===== src/rtl/plpbot_uart_tx_sched_if.sv =====
// Requester and UART-core signal bundle for the PLPBot transmit scheduler.
// master = requesters + UART core side, slave = scheduler side.
interface plpbot_uart_tx_sched_if #(
    parameter int FIFO_AW = 3
);
    logic [3:0]       req_valid;
    logic [31:0]      req_data;
    logic [3:0]       req_ready;
    logic             uart_cts;
    logic             uart_send;
    logic [7:0]       uart_data;
    logic [FIFO_AW:0] fifo_count;
    logic             busy;

    modport master (
        output req_valid, req_data, uart_cts,
        input  req_ready, uart_send, uart_data, fifo_count, busy
    );

    modport slave (
        input  req_valid, req_data, uart_cts,
        output req_ready, uart_send, uart_data, fifo_count, busy
    );
endinterface


===== src/rtl/plpbot_uart_tx_sched.sv =====
// Round-robin byte scheduler feeding a FIFO that drives the PLPBot UART core
// send/cts handshake. All state moves on the falling clock edge, like the core.
module plpbot_uart_tx_sched #(
    parameter int FIFO_AW = 3
) (
    input logic                  clk,
    input logic                  rst,
    plpbot_uart_tx_sched_if.slave bus_if
);
    localparam int DEPTH = 1 << FIFO_AW;
    localparam logic [FIFO_AW:0] FULL_CNT = (FIFO_AW + 1)'(DEPTH);

    typedef enum logic [2:0] {IDLE, LOAD, SEND, WAIT_LO, WAIT_HI} state_t;

    state_t               state_q, state_d;
    logic                 miss_q, miss_d;
    logic                 retry_q, retry_d;
    logic                 send_q;
    logic [7:0]           data_q;
    logic [1:0]           rr_q;
    logic [FIFO_AW-1:0]   wr_ptr_q, rd_ptr_q;
    logic [FIFO_AW:0]     count_q;
    logic [7:0]           mem [DEPTH];

    logic [7:0]           req_byte [4];
    logic [3:0]           grant;
    logic [1:0]           grant_idx;
    logic [1:0]           scan_idx;
    logic                 found;
    logic                 push, pop;

    for (genvar gi = 0; gi < 4; gi++) begin : g_unpack
        assign req_byte[gi] = bus_if.req_data[8*gi +: 8];
    end

    // Scan from rr_q upward; the first valid requester wins while there is room.
    always_comb begin
        grant     = '0;
        grant_idx = '0;
        scan_idx  = '0;
        found     = 1'b0;
        if (!rst && (count_q < FULL_CNT)) begin
            for (int k = 0; k < 4; k++) begin
                scan_idx = rr_q + 2'(k);
                if (!found && bus_if.req_valid[scan_idx]) begin
                    found           = 1'b1;
                    grant[scan_idx] = 1'b1;
                    grant_idx       = scan_idx;
                end
            end
        end
    end

    assign push = found;
    assign pop  = (state_q == LOAD) && (count_q != '0);

    always_ff @(negedge clk) begin
        if (push) begin
            mem[wr_ptr_q] <= req_byte[grant_idx];
        end
    end

    always_comb begin
        state_d = state_q;
        miss_d  = miss_q;
        retry_d = retry_q;
        case (state_q)
            IDLE:    if ((count_q != '0) && bus_if.uart_cts) state_d = LOAD;
            LOAD: begin
                state_d = SEND;
                retry_d = 1'b0;
            end
            SEND: begin
                state_d = WAIT_LO;
                miss_d  = 1'b0;
            end
            // The core should drop cts on the send edge; allow two looks, then
            // resend once, then give up on the byte.
            WAIT_LO: begin
                if (!bus_if.uart_cts) begin
                    state_d = WAIT_HI;
                end else if (!miss_q) begin
                    miss_d = 1'b1;
                end else if (!retry_q) begin
                    state_d = SEND;
                    retry_d = 1'b1;
                end else begin
                    state_d = IDLE;
                end
            end
            WAIT_HI: if (bus_if.uart_cts) state_d = IDLE;
            default: state_d = IDLE;
        endcase
    end

    always_ff @(negedge clk or posedge rst) begin
        if (rst) begin
            state_q  <= IDLE;
            miss_q   <= 1'b0;
            retry_q  <= 1'b0;
            send_q   <= 1'b0;
            data_q   <= 8'h00;
            rr_q     <= '0;
            wr_ptr_q <= '0;
            rd_ptr_q <= '0;
            count_q  <= '0;
        end else begin
            state_q <= state_d;
            miss_q  <= miss_d;
            retry_q <= retry_d;
            send_q  <= (state_d == SEND);
            if (push) begin
                wr_ptr_q <= wr_ptr_q + 1'b1;
                rr_q     <= grant_idx + 2'd1;
            end
            if (pop) begin
                rd_ptr_q <= rd_ptr_q + 1'b1;
                data_q   <= mem[rd_ptr_q];
            end
            case ({push, pop})
                2'b10:   count_q <= count_q + 1'b1;
                2'b01:   count_q <= count_q - 1'b1;
                default: count_q <= count_q;
            endcase
        end
    end

    assign bus_if.req_ready  = grant;
    assign bus_if.uart_send  = send_q;
    assign bus_if.uart_data  = data_q;
    assign bus_if.fifo_count = count_q;
    assign bus_if.busy       = (state_q != IDLE) || (count_q != '0);
endmodule


===== src/flat_wrapper.sv =====
// flat-port wrapper written by rule: the top's interface ports become plain ports
module plpbot_uart_tx_sched_flat 
#(
    parameter int FIFO_AW = 3
)
  (clk, rst, bus_if_req_valid, bus_if_req_data, bus_if_uart_cts, bus_if_req_ready, bus_if_uart_send, bus_if_uart_data, bus_if_fifo_count, bus_if_busy);
  plpbot_uart_tx_sched_if #(.FIFO_AW(FIFO_AW)) bus_if_i ();
  input logic clk;
  input logic rst;
  input wire logic [$bits(bus_if_i.req_valid)-1:0] bus_if_req_valid;
  input wire logic [$bits(bus_if_i.req_data)-1:0] bus_if_req_data;
  input wire logic [$bits(bus_if_i.uart_cts)-1:0] bus_if_uart_cts;
  output wire logic [$bits(bus_if_i.req_ready)-1:0] bus_if_req_ready;
  output wire logic [$bits(bus_if_i.uart_send)-1:0] bus_if_uart_send;
  output wire logic [$bits(bus_if_i.uart_data)-1:0] bus_if_uart_data;
  output wire logic [$bits(bus_if_i.fifo_count)-1:0] bus_if_fifo_count;
  output wire logic [$bits(bus_if_i.busy)-1:0] bus_if_busy;
  assign bus_if_i.req_valid = bus_if_req_valid;
  assign bus_if_i.req_data = bus_if_req_data;
  assign bus_if_i.uart_cts = bus_if_uart_cts;
  assign bus_if_req_ready = bus_if_i.req_ready;
  assign bus_if_uart_send = bus_if_i.uart_send;
  assign bus_if_uart_data = bus_if_i.uart_data;
  assign bus_if_fifo_count = bus_if_i.fifo_count;
  assign bus_if_busy = bus_if_i.busy;
  plpbot_uart_tx_sched #(.FIFO_AW(FIFO_AW)) u_core (.clk(clk), .rst(rst), .bus_if(bus_if_i));
endmodule

===== config.mk =====
export PLATFORM = sky130hd
export DESIGN_NAME = plpbot_uart_tx_sched_flat
export DESIGN_NICKNAME = d
export VERILOG_FILES = /design/src/rtl/plpbot_uart_tx_sched_if.sv /design/src/rtl/plpbot_uart_tx_sched.sv /design/src/flat_wrapper.sv
export SDC_FILE = /design/constraint.sdc
export NUM_CORES = 1
export LEC_CHECK = 0
export ABC_AREA = 1
export CORE_MARGIN = 3
export CORE_UTILIZATION = 55
export CTS_CLUSTER_SIZE = 30
export DETAILED_ROUTE_END_ITERATION = 8
export GPL_TIMING_DRIVEN = 0
export HOLD_SLACK_MARGIN = 0.15
export PLACE_DENSITY = 0.79
export SLEW_MARGIN = 0
export SYNTH_ARGS = -nofsm -noshare
export SYNTH_HDL_FRONTEND = slang
export SYNTH_SLANG_ARGS = --single-unit

===== constraint.sdc =====
create_clock -name clk -period 6.2 [get_ports clk]
set_input_delay 1.55 -clock clk [delete_from_list [all_inputs] [get_ports clk]]
set_output_delay 1.55 -clock clk [all_outputs]
set_load 0.02 [all_outputs]

; Word level (Yosys, flattened, before mapping)
; Memory sizes are Yosys's and may differ from the RTL's. A register that Yosys moved wholly into a read port is not among the register bits.
; Cells that the tools add are included.
[word_totals]
ff_bits = 18
ram_bits = 64
out_inout_bits = 18
elab_cells = 117
mem_count = 1
[memory_table]
columns = memory, words, width, rd, rd_ports_with_merged_regs, wr, line
row1 = u_core.mem, 8, 8, 1, 1, 1, plpbot_uart_tx_sched.sv:23  ; logic [7:0] mem [DEPTH];
[op_classes]
n_addsub = 8
order_cmp = 10
n_eq_ne = 9
n_mux = 54
n_bitwise = 4
n_reduce_logical = 23
[op_table]
columns = cell, count
row1 = 4-bit 2-to-1 mux, 8
row2 = 1-bit 2-to-1 mux, 21
row3 = 8-bit binary-select mux with 2-bit select, 1
row4 = 8-bit 2-to-1 mux, 2
row5 = 3-bit case mux with 5 select lines, 1
row6 = "2-bit by 3-bit < comparator with 1-bit output, second input constant", 4
row7 = 2-bit 2-to-1 mux, 6
row8 = 3-bit 2-to-1 mux, 4
row9 = 4-bit bitwise OR, 3
row10 = 1-bit logical AND, 10
row11 = "3-bit by 2-bit equality test with 1-bit output, second input constant", 3
row12 = 1-bit binary-select mux with 2-bit select, 4
row13 = 1-bit demux with 2-bit select, 4
row14 = "2-bit by 1-bit greater-or-equal comparator with 1-bit output, second input constant", 4
row15 = 4-bit case mux with 2 select lines, 1
row16 = "3-bit by 1-bit adder with 3-bit output, second input constant", 2
row17 = 2-bit nonzero test, 3
row18 = "2-bit by 1-bit adder with 2-bit output, second input constant", 2
row19 = "2-bit adder, second input constant", 2
row20 = "4-bit by 1-bit adder with 4-bit output, second input constant", 1
row21 = 1-bit logical NOT, 4
row22 = "4-bit < comparator, second input constant", 1
row23 = 1-bit case mux with 2 select lines, 2
row24 = 4-bit nonzero test, 1
row25 = 14 further kinds, 14

; Logic depth before layout (Yosys ltp)
[depth]
word_depth = 20
ltp_mapped = 16
depth_no_buf = 15

==> flow_summary.toml <==
[drt]
drtIter0Drc = 281
routed_wl_mm = 12.7
num_vias = 4188
wire_per_inst_um = 16.9
first_pass_iters = 5
avgViaCountPerCell = 5.58
drtAntennaViolNets = 0
drc = 0

[power_and_ir_drop]
p_leak_nw = 2.98
peakVddDrop_uv = 477
power_frac_comb_pct = 55.9
power_frac_seq_pct = 27.7
p_clk_share_pct = 16.4
swShare_pct = 46.4
power_density_mw_per_mm2 = 568
p_int_mw = 1.95
p_switching_mw = 1.69

[clock_network]
clk_path_buf_depth = 2
cts.sinks = 90
clkLatencyLatePin_ps = 440
numCtsBuffers = 9
hold_buffers = 0
cts_max_level = 3
clk_pin_slew_worst_paths_ps = 70
cts_tree = "yes"
cts-root-buf = "clkbuf_8"

[global_route]
grt_use_total_pct = 24.4
grt_pass1_wl_mm = 18.7
grt_overflow = 0
grt_pass1_vias = 4006
grt_max_degree = 27
antenna_found_initial = 0

[finish]
diodes = 0
syn2layout_area_growth_pct = 39.4
drive_above_1_share_pct = 21.3
finalNetCount = 696
seq_area_mm2 = 0.00257
fillers = 448
multi_input_area_mm2 = 0.00202

[setup_path]
crit_arrival_ps = 5300
crit_path_end_kind = "output pin"
crit_fanout = 6
critical_path_required_ps = 4650
cpMaxStageDelayCell = "dfrtn_1"
path_buf_inv = 6
start_kind = "flip-flop"
path_class = "reg2out"
cp_common_cell = "buf_6"
critPathTopFamily = "simple AND/OR/NAND/NOR gates"
cp_slowest_stage_delay_ps = 440
crit_chain = "buf_6, inv_8, buf_12, nand2_2, nand2_1, nand2_4, nand2_4, nor2_4, buf_6, nand4_1, nand3_1, nand2_1, inv_2, buf_6"

[sta]
whs_ps = 441
fin_skew_ps = 99.1
tightest_slew_ps = 1000
finalSetupViolCount = 4
max_slew_margin_pct = 33.1
hold_viol_final = 0
layout_setup_ws_ps = -650
slew_violations = 0
grt_setup_unrepaired = "yes"

[logic_synthesis]
yosysTopAreaCellShare_pct = 41.7
synthDistinctLibCells = 39
ys_warn_count = 0
yosysTopAreaCell = "edfxtp_1"
synthesis.instances = 481
async_reset_ff_share_pct = 28.9
synth_common_cells = "nand2_1 (94), edfxtp_1 (64), inv_1 (59)"
avgSynthCellArea_um2 = 9.58
yosysMostFrequentCell = "nand2_1"
ys.flop_type = "edfxtp_1"
yosys-top-cells-area = "edfxtp_1 (42%), dfrtn_1 (14%), nand2_1 (7.7%)"
netlist_area_mm2 = 0.00461
syn_nets = 533
ys_ff_latch = 90
synth_edf_count = 64
seq_area_frac_synth_pct = 55.8

[place]
place_hpwl_mm = 7.27
place_ws_ps = -964
gp_congestion = 0.844
io_buffer_count = 56

[outcome]
violations = "negative setup slack"
status = "complete, but fails checks"

[die]
initial_core_util_pct = 58.1
die-area_mm2 = 0.00952
die_height_um = 97.5
num_io_pins = 57
num_rows = 32
core_area_mm2 = 0.00793
fp.dieW_um = 97.5

[hold_path]
hp-class = "reg2reg"

[flow_run]
max-cap-violations = 0
layer usage:
| layer | vias to the layer above | track usage [%] | part of all wire (%) |
|---|---|---|---|
| met5 | - | 0 | 0 |
| met4 | 0 | 8.31 | 1.3 |
| met2 | 225 | 42.4 | 53 |
| li1 | 1962 | - | - |
| met3 | 18 | 6.53 | 6.9 |
| met1 | 1983 | 29.3 | 39 |
logic make-up after synthesis:
logic type	synth area share [%]
AOI/OAI and AO/OA	8.20
xor gates and xnor gates	1.14
adders and majority gates	3.53
buffers and inverters	7.68
DFF	55.8
muxes	1.74
and+or+nand+nor	21.9
power groups by stage:
| stage | sequential, mW | clock, mW | combinational [mW] |
|---|---|---|---|
| final | 1.01 | 0.599 | 2.04 |
| after global routing | 1.02 | 0.661 | 2.20 |
| after CTS | 0.998 | 0.591 | 1.69 |
| after detailed placement | 1.01 | 0.0625 | 1.46 |
| after global placement | 1.00 | 0.0625 | 1.40 |
| after floorplan | 1.04 | 0.0625 | 0.996 |
flip-flops by register name, indices dropped and copies added (netlist names):
name / count
u_core.bus_if.fifo_count: 4
u_core.bus_if.uart_data: 8
u_core.bus_if.uart_send: 1
u_core.mem: 64
u_core.miss_q: 1
u_core.rd_ptr_q: 3
u_core.retry_q: 1
u_core.rr_q: 2
u_core.state_q: 3
u_core.wr_ptr_q: 3
timing repair:
| item | 4_1_cts | 5_1_grt |
|---|---|---|
| setup endpoints to repair | 136 | 123 |
| resized for setup | 65 | 60 |
| gates cloned | 2 | 0 |
| pin swaps | 8 | 23 |
| buffers inserted | 14 | 17 |
layout by cell type (no fill, tap or decap), types with 10 or more instances in the layout:
cell / n
nand3_1: 48
dfrtn_1: 26
clkdlybuf4s50_1: 44
buf_6: 11
buf_4: 31
nand2_1: 77
nand2_2: 14
clkbuf_1: 10
nor2_1: 39
o21ai_0: 19
edfxtp_1: 64
nand2_4: 12
inv_1: 113
nor2_4: 10
layout make-up:
class                      instances  share of cell area, %
inverter                          65                   4.15
multi-input combinational        307                   31.5
timing repair buffer              89                   13.7
clock inverter                    70                   5.00
tap                              102                   1.99
clock buffer                       9                   1.93
buffer                            18                   1.77
sequential                        90                   40.0
path summary, 6_finish.rpt:
kind / start / to / slack, ps / cells after the start
setup / recovery: u_core.rr_q[0] / bus_if_req_ready[2] / -650 / 14
hold / removal: u_core.retry_q / u_core.retry_q / 440 / 2
setup reg to reg: u_core.bus_if.fifo_count[0] / u_core.bus_if.fifo_count[2] / 3450 / 11
hold reg to reg: u_core.retry_q / u_core.retry_q / 440 / 2
max in group asynchronous: rst / u_core.bus_if.fifo_count[0] / 1060 / 2
min in group asynchronous: rst / u_core.rr_q[0] / 4500 / 2
worst register-to-register path, delay by kind of cell, from the launching register on:
kind	cells	cell delay [ps]
AND/OR/NAND/NOR	5	650
adder cells (fa/ha/maj)	2	440
AO/OA/AOI/OAI	2	190
buffers and inverters	2	710
flip-flops	1	610
stage by stage:
stage / cell area, um2 / std cells / utilization (%) / TNS [ps] / total power [mW]
2_1_floorplan: 4650 / 481 / - / -440 / 2.10
3_3_place_gp: 5340 / 639 / 67.3 / -87980 / 2.47
3_5_place_dp: 5340 / 639 / 67.3 / -96010 / 2.53
4_1_cts: 6090 / 733 / 76.8 / -2310 / 3.28
5_1_grt: 6430 / 750 / 81.1 / -3020 / 3.88
6_report: 6430 / 750 / 81.1 / -2300 / 3.65
Note: power is estimated with default switching activity, not from simulation.
